**src/rtl/fetch_pkg.sv**
```systemverilog
// fetch_pkg: shared types and constants for the instruction fetch stage
//   PC_W      - program counter width
//   NOP_INSTR - encoding of addi x0,x0,0, shown whenever no instruction is valid
//   state_t   - fetch controller states
package fetch_pkg;
    localparam int PC_W = 64;
    localparam logic [31:0] NOP_INSTR = 32'h0000_0013;
    typedef enum logic [1:0] {
        S_REQ  = 2'd0,
        S_WAIT = 2'd1,
        S_HOLD = 2'd2,
        S_DROP = 2'd3
    } state_t;
endpackage

```
**src/rtl/if_fetch_unit.sv**
```systemverilog
// if_fetch_unit: RV64 IF stage, owns the PC and fetches one instruction at a time
//   clk, reset                 - clock, synchronous active-high reset
//   pc_write                   - 1 = consume presented instruction, 0 = stall
//   branch_taken/target        - redirect from later stages, highest priority
//   imem_req/addr/ready        - request channel (addr is the PC register)
//   imem_rvalid/rdata          - response channel
//   pc_out/instruction/valid   - registered outputs to the IF/ID register
module if_fetch_unit
    import fetch_pkg::*;
#(
    parameter logic [PC_W-1:0] RESET_PC  = '0,
    parameter logic [31:0]     NOP_INSTR = fetch_pkg::NOP_INSTR
) (
    input  logic            clk,
    input  logic            reset,
    input  logic            pc_write,
    input  logic            branch_taken,
    input  logic [PC_W-1:0] branch_target,
    output logic            imem_req,
    output logic [PC_W-1:0] imem_addr,
    input  logic            imem_ready,
    input  logic            imem_rvalid,
    input  logic [31:0]     imem_rdata,
    output logic [PC_W-1:0] pc_out,
    output logic [31:0]     instruction,
    output logic            fetch_valid
);
    state_t state, next_state;
    logic [PC_W-1:0] pc;
    logic capture, advance;

    always_ff @(posedge clk) begin
        if (reset) state <= S_REQ;
        else state <= next_state;
    end

    // A redirect retires or kills whatever is outstanding: an accepted but
    // unanswered request must be drained in S_DROP before a new one issues.
    always_comb begin
        next_state = state;
        case (state)
            S_REQ:  next_state = imem_ready ? (branch_taken ? S_DROP : S_WAIT) : S_REQ;
            S_WAIT: next_state = imem_rvalid ? (branch_taken ? S_REQ : S_HOLD)
                                             : (branch_taken ? S_DROP : S_WAIT);
            S_HOLD: next_state = (branch_taken || pc_write) ? S_REQ : S_HOLD;
            S_DROP: next_state = imem_rvalid ? S_REQ : S_DROP;
            default: next_state = S_REQ;
        endcase
    end

    assign imem_req  = (state == S_REQ) && !reset;
    assign imem_addr = pc;
    assign capture   = (state == S_WAIT) && imem_rvalid && !branch_taken;
    assign advance   = (state == S_HOLD) && pc_write && !branch_taken;

    always_ff @(posedge clk) begin
        if (reset) begin
            pc          <= RESET_PC;
            pc_out      <= '0;
            instruction <= NOP_INSTR;
            fetch_valid <= 1'b0;
        end else begin
            if (branch_taken) pc <= {branch_target[PC_W-1:2], 2'b00};
            else if (advance) pc <= pc + PC_W'(4);
            if (capture) pc_out <= pc;
            if (branch_taken || advance) begin
                instruction <= NOP_INSTR;
                fetch_valid <= 1'b0;
            end else if (capture) begin
                instruction <= imem_rdata;
                fetch_valid <= 1'b1;
            end
        end
    end
endmodule

```
**config.mk**
```make
export PLATFORM = sky130hd
export DESIGN_NAME = if_fetch_unit
export DESIGN_NICKNAME = d
export VERILOG_FILES = /design/src/rtl/fetch_pkg.sv /design/src/rtl/if_fetch_unit.sv
export SDC_FILE = /design/constraint.sdc
export NUM_CORES = 1
export LEC_CHECK = 0
export CAP_MARGIN = 20
export CORE_MARGIN = 2
export CORE_UTILIZATION = 23
export DETAILED_ROUTE_END_ITERATION = 16
export PLACE_DENSITY = 0.53
export SLEW_MARGIN = 20
export SYNTH_ARGS = -nofsm -noshare
export SYNTH_HDL_FRONTEND = slang
export SYNTH_SLANG_ARGS = --single-unit
```
**constraint.sdc**
```tcl
create_clock -name clk -period 5.6 [get_ports clk]
set_input_delay 1.12 -clock clk [delete_from_list [all_inputs] [get_ports clk]]
set_output_delay 1.12 -clock clk [all_outputs]
set_load 0.02 [all_outputs]
```
# After elaboration in Yosys (flattened, before gate mapping)
# Cells that the tools add are included.
totals:
  register_bits: 163
  out_inout_bits: 162
  input_bits: 102
op_classes:
  n_reduce_logical: 13
  n_addsub: 1
  n_eq_ne: 3
  mux: 9
ops:
  columns: ["op", "count"]
  rows:
  - ["$mux 64", 2]
  - ["$add 64x3->64 const B", 1]
  - ["$mux 2", 6]
  - ["$pmux 2 s4", 1]
  - ["$logic_and 1x1->1", 5]
  - ["$eq 2x2->1 const B", 2]
  - ["$reduce_or 2->1", 2]
  - ["$eq 2x1->1 const B", 1]
  - ["$logic_not 1->1", 2]
  - ["$logic_not 2->1", 1]
  - ["$logic_or 1x1->1", 2]
  - ["$reduce_bool 2->1", 1]

# Longest topological paths before layout
# Gate-level depths: netlist (run 1).
depth:
  ltp_word: 5
  mapped_depth: 8
  ltp_nobuf: 6

# Worst setup path after synthesis (run 1)
# No wires, ideal clock.
synth_path:
  path_kind: "input to output"
  from: "in reset"
  to: "out imem_req"
  t_required_ps: 4480
  setup_slack_ps: 2319
  arrival_ps: 2161
  path_stages: 4
  path_buffers: 3
  cell_sequence: "clkbuf_1 clkbuf_1 clkbuf_1 nor3_1"
synth_between:
  elab_chain_cells: 2
synth_rtl:
  columns: ["item", "line", "source"]
  rows:
  - ["start, declared", "if_fetch_unit.sv:15", "input logic reset,"]
  - ["$logic_not 1->1", "if_fetch_unit.sv:51", "assign imem_req = (state == S_REQ) && !reset;"]
  - ["$logic_and 1x1->1", "if_fetch_unit.sv:51", null]
  - ["end, declared", "if_fetch_unit.sv:19", "output logic imem_req,"]
# Every way passes these cells.

# Final worst setup path (run 1)
layout_path:
  from: "in pc_write"
  to: "reg pc[45] (netlist: imem_addr[45])"
layout_between:
  elab_chain_cells: 3
layout_rtl:
  columns: ["item", "line", "source"]
  rows:
  - ["start, declared", "if_fetch_unit.sv:16", "input logic pc_write,"]
  - ["$logic_and 1x1->1 (2 in series)", "if_fetch_unit.sv:54", "assign advance = (state == S_HOLD) && pc_write && !branch_taken;"]
  - ["$reduce_bool 2->1 (no source line)", null, null]
  - ["end signal, assigned", "if_fetch_unit.sv:63", "if (branch_taken) pc <= {branch_target[PC_W-1:2], 2'b00};"]
  - ["end signal, assigned", "if_fetch_unit.sv:64", "else if (advance) pc <= pc + PC_W'(4);"]
  - ["end, declared", "if_fetch_unit.sv:29", "logic [PC_W-1:0] pc;"]
# Every way passes these cells.
# A chain may end at the register's enable or synchronous reset.

==> results of run 1 <==
## per-stage QoR
step | total power, W | util (%) | cell area (µm²) | setup slack, ns
2_1_floorplan | 0.00141 | - | 7340 | 2.32
3_3_place_gp | 0.00161 | 32.3 | 10200 | 1.66
3_5_place_dp | 0.00161 | 32.3 | 10200 | 1.64
4_1_cts | 0.00283 | 34.1 | 10700 | 2.07
5_1_grt | 0.00290 | 34.1 | 10700 | 1.92
6_report | 0.00278 | 34.1 | 10700 | 2.10
## layout make-up
type                    instances  area (µm²)
clock inverters                11         140
clock buffers                  19         443
repair buffers                264        2620
flip-flops and latches        159        3180
fillers                      3306       20700
multi-input cells             706        3800
well taps                     402         503
inverters                      14        52.6
## flip-flops by register name, indices dropped and copies added, names as in the netlist
name,count
imem_addr,62
pc_out,62
instruction,32
state,2
fetch_valid,1
## Yosys cell counts, types with 3 or more instances
master / n
a2111oi_0: 6
a211oi_1: 29
a21oi_1: 107
a311oi_1: 15
and2_1: 3
and3_1: 12
and4_1: 13
buf_1: 10
buf_2: 9
buf_4: 4
clkbuf_1: 54
dfxtp_1: 159
inv_1: 14
mux2i_1: 3
nand2_1: 227
nand3_1: 39
nand4_1: 28
nor2_1: 79
nor2b_1: 4
nor3_1: 16
nor3b_1: 8
nor4_1: 18
nor4_2: 5
o21ai_0: 9
o31ai_1: 9
or3_1: 6
or4_1: 8
xnor2_1: 24
xor2_1: 8
## metal layers
| layer | global-route usage, % | up-vias | wire length (µm) |
|---|---|---|---|
| li1 | - | 3740 | - |
| met2 | 25.3 | 248 | 12000 |
| met4 | 3.48 | 4 | 297 |
| met5 | 0 | - | 20 |
| met3 | 4.57 | 21 | 1770 |
| met1 | 20.9 | 3510 | 12500 |
## logic make-up after synthesis
kind of cell,count (synthesis)
XOR/XNOR,32
multiplexers,3
AO/OA/AOI/OAI,182
flip-flops,159
AND/OR/NAND/NOR,484
adder cells (fa/ha/maj),1
buffers and inverters,91
other,1
## layout by cell type (no fill, tap or decap), types with 15 or more instances in the layout
cell type,count
clkbuf_16,17
clkdlybuf4s50_1,255
xnor2_1,24
nor2_1,79
a211oi_1,29
dfxtp_1,159
a21oi_1,107
nand3_1,39
nor3_1,15
a311oi_1,15
nor4_1,18
nand4_1,28
nand2_1,227
## power by group through the flow
stage / sequential (W) / combinational [W] / clock [W]
final: 0.00124 / 0.000339 / 0.00119
after global routing: 0.00125 / 0.000367 / 0.00128
after detailed placement: 0.00127 / 0.000341 / 0
after CTS: 0.00124 / 0.000343 / 0.00124
after global placement: 0.00127 / 0.000339 / 0
after floorplan: 0.00129 / 0.000129 / 0
## worst min-delay path by stage
| stage | depth (start not counted) | slack, ns | from | end |
|---|---|---|---|---|
| 2_1_floorplan | 2 | 0.53 | instruction[10] | instruction[10] |
| 3_3_place_gp | 2 | 0.44 | instruction[21] | instruction[21] |
| 3_5_place_dp | 2 | 0.45 | instruction[6] | instruction[6] |
| 4_1_cts | 2 | 0.46 | instruction[20] | instruction[20] |
| 5_1_grt | 2 | 0.47 | pc_out[53] | pc_out[53] |
| 6_report | 2 | 0.45 | instruction[14] | instruction[14] |
## critical path, stage by stage
cell	delay [ns]
clkdlybuf4s50_1	0.51
nand3b_1	0.25
nor3_4	0.47
nand4_1	0.58
or4_1	0.65
a311oi_1	0.24
==> results.toml, run 1 <==
[setup_path]
cp.arrival_ns = 3.83
reg2reg_to = "imem_addr[45]"
cp_max_fo = 15
end_kind = "flip-flop"
worst-r2r-setup-slack_ns = 2.73
cp-startpoint = "pc_write"
cp-endpoint = "imem_addr[45]"
r2r_start = "imem_addr[4]"
crit_required_ns = 5.94
worstSetupStartpointType = "primary input"
rr_worst_depth = 5
worst-setup-path-type = "in2reg"

[clocking]
hold_buffers = 0
cts_buffers = 17
clk_pin_slew_ns = 0.07
h-tree-depth = 4
clock_latency_ns = 0.43
cts_sinks = 159
cts-root-buf = "clkbuf_16"
cts_buffer_depth = 2
post-cts-setup-buffers = 0
cts_tree = "yes"
cts_resized = 0

[logic_synthesis]
synthXorXnorAreaFrac_pct = 3.82
avgSynthCellArea_um2 = 7.69
synthCells = 953
ys_warn_count = 0
syn_area_um2 = 7330
async_reset_ff_share_pct = 0
synth_top_family_by_area = "simple AND/OR/NAND/NOR gates"
synth-simple-area-share_pct = 31.9
synth_mux_area_share_pct = 0.410
synth_fa_ha_area_share_pct = 0.171
yosys.area.top_type_share_pct = 43.4
synth_seq_cells = 159
synth_ff_type = "dfxtp_1"
synthTopCellsByArea = "dfxtp_1, nand2_1, a21oi_1"
synth_edf_count = 0
ys_seq_area_share_pct = 43.4
synth_compound_area_share_pct = 15.1
synth.largest_area_cell = "dfxtp_1"
yosysUniqueCellTypes = 52

[power_and_ir_drop]
power_density_nw_per_um2 = 258
switching_share_pct = 26.2
clkPwrFrac_pct = 43.0
cellLeakagePower_nw = 3.47
p_seq_share_pct = 44.8
p_int_w = 0.00205
comb_power_share_pct = 12.2
netSwitchingPower_w = 0.000728
ir_drop_uv = 189

[global_route]
antenna_found_initial = 1
grt_overflow = 0
grt.total_usage_pct = 15.7
grt_pass1_wl_um = 41300
grt_pass1_vias = 7194
grt_max_degree = 98

[placed_design]
dp_hpwl_um = 18600
port_buffers = 257
place_inst = 1545
gp_congestion = 0.748

[routing]
via_per_inst = 4.78
drt-wirelength-per-cell_um = 16.9
finalWirelength_um = 26600
dr.pass1.iters = 6
vias = 7523
drtAntennaViolNets = 0
first_iter_violations = 397
drcViolationCount = 0

[die]
die_x_um = 183
ios = 264
core_area_um2 = 31500
placementRows = 65
die_y_um = 183
start_util_pct = 23.3
dieArea_um2 = 33300

[sta]
worst_slew_pin_slew_ns = 1.07
period_needed_ns = 3.50
drv_slew = 0
slew_headroom_pct = 28.8
rsz0062_at_grt = "false"
totalNegativeSetupSlack_ns = 0
clock.fmax_mhz = 286
timing.final.crit_share_pct = 62.4
setup_viol = 0
hold_ws_ns = 0.453
fin_skew_ns = 0.00937
hold_violations = 0

[cells_and_area]
diodes = 0
fin_cells = 1575
nNetsFinal = 1265
final_layout_size_suffix_gt1_share_pct = 4.69
syn_to_final_growth_pct = 46.6

[min_path]
min-delay-path-class = "reg2reg"

[flow_run]
max_cap_violations = 0

[run_status]
status = "completed"
Power figures use the tool's default switching activity.
==> run 2, diff against run 1 <==
--- a/config.mk
+++ b/config.mk
@@ -9,7 +9,7 @@
 export CORE_MARGIN = 2
 export CORE_UTILIZATION = 23
 export DETAILED_ROUTE_END_ITERATION = 16
-export PLACE_DENSITY = 0.53
+export PLACE_DENSITY = 0.54
 export SLEW_MARGIN = 20
 export SYNTH_ARGS = -nofsm -noshare
 export SYNTH_HDL_FRONTEND = slang
==> constraint.sdc (replaced) <==
create_clock -name clk -period 3 [get_ports clk]
set_input_delay 0.6 -clock clk [delete_from_list [all_inputs] [get_ports clk]]
set_output_delay 0.6 -clock clk [all_outputs]
set_load 0.02 [all_outputs]
==> results.toml, run 2 (synthesis gave the netlist of run 1 again) <==
[global_route]
grt.total_usage_pct = 15.9
grt_pass1_vias = 7225
grt_pass1_wl_um = 41400
grt_overflow = 0
grt_max_degree = 96
antenna_found_initial = 1

[die]
core_area_um2 = 31500
die_y_um = 183
die_x_um = 183
ios = 264
dieArea_um2 = 33300
placementRows = 65
start_util_pct = 23.3

[sta]
timing.final.ws_setup_ns = 0.574
fin_skew_ns = 0.0120
hold_violations = 0
totalNegativeSetupSlack_ns = 0
period_needed_ns = 2.43
drv_slew = 0
slew_headroom_pct = 54.5
timing.final.crit_share_pct = 80.9
worst_slew_pin_slew_ns = 0.676
rsz0062_at_grt = "false"
setup_viol = 0
clock.fmax_mhz = 412

[setup_path]
worst-r2r-setup-slack_ns = 0.57
cp.arrival_ns = 2.77
worstSetupStartpointType = "flip-flop"
end_kind = "flip-flop"
crit_required_ns = 3.34
reg2reg_to = "imem_addr[45]"
cp_max_fo = 15
r2r_start = "imem_addr[4]"
rr_worst_depth = 6
worst-setup-path-type = "reg2reg"

[routing]
drt-wirelength-per-cell_um = 16.6
first_iter_violations = 486
drtAntennaViolNets = 0
via_per_inst = 4.77
dr.pass1.iters = 5
finalWirelength_um = 26600
vias = 7648
drcViolationCount = 0

[cells_and_area]
final_layout_size_suffix_gt1_share_pct = 6.75
final_cell_mix = "clkdlybuf4s50_1, nand2_1, dfxtp_1"
syn_to_final_growth_pct = 49.3
final_common_cell = "clkdlybuf4s50_1"
fin_cells = 1603
multiInputGateArea_um2 = 3800
nNetsFinal = 1292
fillCellCount = 3283
seqCellArea_um2 = 3180

[run_status]
status = "completed"

[power_and_ir_drop]
power_density_nw_per_um2 = 466
ir_drop_uv = 366
cellLeakagePower_nw = 3.57

[clocking]
cts_buffers = 17
cts_tree = "yes"
clock_latency_ns = 0.44
cts_resized = 0
cts-root-buf = "clkbuf_16"
clk_pin_slew_ns = 0.07
h-tree-depth = 4
cts_buffer_depth = 2
cts_sinks = 159
hold_buffers = 0
post-cts-setup-buffers = 0

[flow_run]
max_cap_violations = 0

[placed_design]
port_buffers = 257
post-place-ws_ns = 0.0966
place_inst = 1572
dp_hpwl_um = 18900
gp_congestion = 0.746

[min_path]
hold_path.startpoint = "instruction[24]"
whs_endpoint = "instruction[24]"
worstHoldPathCells = 2
min-delay-path-class = "reg2reg"
-- run 2: worst max-delay path by stage --
stage | depth (start not counted) | endpoint | from | slack (ns)
after detailed placement | 7 | imem_addr[45] | pc_write | 0.1
after floorplan | 4 | imem_req | reset | 0.76
final | 6 | imem_addr[45] | imem_addr[4] | 0.57
after global placement | 7 | imem_addr[45] | pc_write | 0.18
after global routing | 5 | imem_addr[59] | imem_addr[37] | 0.31
after CTS | 6 | imem_addr[45] | imem_addr[4] | 0.49
-- run 2: worst max-delay path: stages, from the launching register on --
cell and delay (ns):
dfxtp_1 0.51, nand4_1 0.33, nor3_4 0.37, nand4_1 0.15
buf_4 0.21, or4_1 0.47, a311oi_1 0.28
-- run 2: metrics by stage --
step           hold WS (ns)  util (%)  area [µm²]  total power (W)
6_report              0.451      34.8       10900          0.00510
3_3_place_gp          0.441      33.0       10400          0.00303
2_1_floorplan         0.535         -        7340          0.00264
5_1_grt               0.470      34.7       10900          0.00533
3_5_place_dp          0.445      33.0       10400          0.00303
4_1_cts               0.455      34.7       10900          0.00518
-- run 2: where the power goes --
| part | leakage, nW | internal, W | total, W | switching, W |
|---|---|---|---|---|
| combinational | 2.00 | 0.000338 | 0.000673 | 0.000335 |
| sequential | 1.30 | 0.00219 | 0.00231 | 0.000122 |
| clock | 0.268 | 0.00120 | 0.00212 | 0.000917 |
-- run 2: layout make-up --
class	count	share of cell area (%)
timing repair buffer	291	26.0
tap	402	4.60
sequential	159	29.1
inverter	14	0.480
multi-input combinational	706	34.7
clock inverter	9	0.778
antenna	1	0.0229
clock buffer	21	4.30
-- run 2: layer usage --
metal | track usage, % | vias up | share of wire [%]
met2 | 24.8 | 236 | 45
met3 | 4.51 | 12 | 6.3
met5 | 0 | - | 0
met1 | 21.2 | 3590 | 47
li1 | - | 3810 | -
met4 | 4.65 | 0 | 1.1
==> run 3, diff against run 2 <==
==> constraint.sdc (replaced) <==
create_clock -name clk -period 2.2 [get_ports clk]
set_input_delay 0.44 -clock clk [delete_from_list [all_inputs] [get_ports clk]]
set_output_delay 0.44 -clock clk [all_outputs]
set_load 0.02 [all_outputs]
==> results.toml, run 3 (synthesis gave the netlist of run 1 again) <==
[cells_and_area]
final_cell_mix = "clkdlybuf4s50_1, nand2_1, dfxtp_1"
nNetsFinal = 1351
fin_util_pct = 36.5
final_common_cell = "clkdlybuf4s50_1"
final_layout_size_suffix_gt1_share_pct = 12.1
fillCellCount = 3238
final_cell_area_um2 = 11500
syn_to_final_growth_pct = 56.6

[sta]
timing.final.crit_share_pct = 96.6
hold_ws_ns = 0.451
setup_viol = 0
timing.final.ws_setup_ns = 0.0754
slew_headroom_pct = 60.3
clock.fmax_mhz = 471
worst_slew_pin_slew_ns = 0.596
fin_skew_ns = 0.0120
hold_violations = 0
rsz0062_at_grt = "false"
period_needed_ns = 2.12
drv_slew = 0

[routing]
drtAntennaViolNets = 0
dr.pass1.iters = 4
drcViolationCount = 0
via_per_inst = 4.68
drt-wirelength-per-cell_um = 16.4
first_iter_violations = 385
vias = 7787
finalWirelength_um = 27300

[clocking]
hold_buffers = 0
cts_buffer_depth = 2
h-tree-depth = 4
cts_tree = "yes"
clock_latency_ns = 0.44
cts-root-buf = "clkbuf_16"
cts_sinks = 159
clk_pin_slew_ns = 0.06
cts_buffers = 17

[setup_path]
crit_required_ns = 1.76
worst-r2r-setup-slack_ns = 0.16
end_kind = "output port"
worstSetupStartpointType = "flip-flop"
reg2reg_to = "imem_addr[38]"
r2r_start = "imem_addr[18]"
rr_worst_depth = 5
worstPathCellList = "buf_4 -> clkdlybuf4s50_1"
cp_max_fo = 7
cpMaxStageDelayCell = "clkdlybuf4s50_1"
cp.arrival_ns = 1.68
max_stage_delay_ns = 0.60
worst-setup-path-type = "reg2out"

[power_and_ir_drop]
cellLeakagePower_nw = 3.88
totalPowerFinal_w = 0.00708
ir_drop_uv = 519
power_density_nw_per_um2 = 616

[die]
placementRows = 65
die_x_um = 183
start_util_pct = 23.3
core_area_um2 = 31500
die_y_um = 183
dieArea_um2 = 33300
ios = 264

[placed_design]
placed_area_um2 = 10900
port_buffers = 257
post-place-ws_ns = -0.455
gp_congestion = 0.792
dp_hpwl_um = 19900

[min_path]
worstHoldPathCells = 2
hold_path.startpoint = "instruction[18]"
whs_endpoint = "instruction[18]"
min-delay-path-class = "reg2reg"

[global_route]
grt.total_usage_pct = 16.2
grt_pass1_wl_um = 42200
grt_overflow = 0
antenna_found_initial = 2
grt_max_degree = 108
grt_pass1_vias = 7468

[run_status]
status = "completed"

[flow_run]
max_cap_violations = 0
[run 3: cell types whose count changed in the layout (fill, tap and decap cells not counted), moves of 3 or more]
cell / change
clkinv_4: +3
buf_4: +56
dfxtp_2: +6
dfxtp_1: -6
nor4_2: +3
buf_12: +3
nor4_1: -3
[run 3: metrics by stage]
step | setup TNS [ns] | cells
floorplan | 0 | 956
global placement | -10.52 | 1630
detailed placement | -11.93 | 1630
CTS | 0 | 1663
global route | 0 | 1663
finish | 0 | 1665
[run 3: layer usage]
metal,global-route usage [%],share of wire (%),vias up
met3,5.23,6.5,23
li1,-,-,3917
met5,0,0,-
met1,21.5,47,3642
met4,4.45,1.3,0
met2,25.4,45,205
[run 3: worst max path at each step]
stage	to	startpoint	slack (ns)
2_1_floorplan	imem_addr[52]	imem_addr[3]	0.009
3_3_place_gp	imem_addr[49]	pc_write	-0.37
3_5_place_dp	imem_addr[51]	pc_write	-0.46
4_1_cts	imem_addr[8]	imem_addr[8]	0.02
5_1_grt	imem_addr[51]	imem_addr[5]	0.002
6_report	imem_addr[50]	imem_addr[50]	0.08
[run 3: where the power goes]
part | internal (W) | switching (W) | total [W]
Clock | 0.00160 | 0.00132 | 0.00292
Combinational | 0.000531 | 0.000532 | 0.00106
Sequential | 0.00298 | 0.000112 | 0.00309
[run 3: worst max-delay path: cells and delay by family (launching register included)]
kind,cells,cell delay (ns)
buffers and inverters,2,0.79
DFF,1,0.46
[run 3: final cells by class]
type	instances	area (µm²)	share of cell area (%)
diodes	2	5.00	0.0436
clock buffers	21	450	3.92
clock inverters	11	109	0.948
inverters	14	52.6	0.458
multi-input cells	706	3840	33.5
flip-flops and latches	159	3190	27.8
well taps	402	503	4.38
repair buffers	350	3320	29.0
[run 3: what timing repair did]
| action | CTS | global route |
|---|---|---|
| pin swaps | 1 | 1 |
| cloned | 0 | 0 |
| gates resized for setup | 4 | 12 |
| endpoints found under the hold margin | 0 | 0 |
| setup buffers | 1 | 0 |
| endpoints found under the setup margin | 8 | 20 |
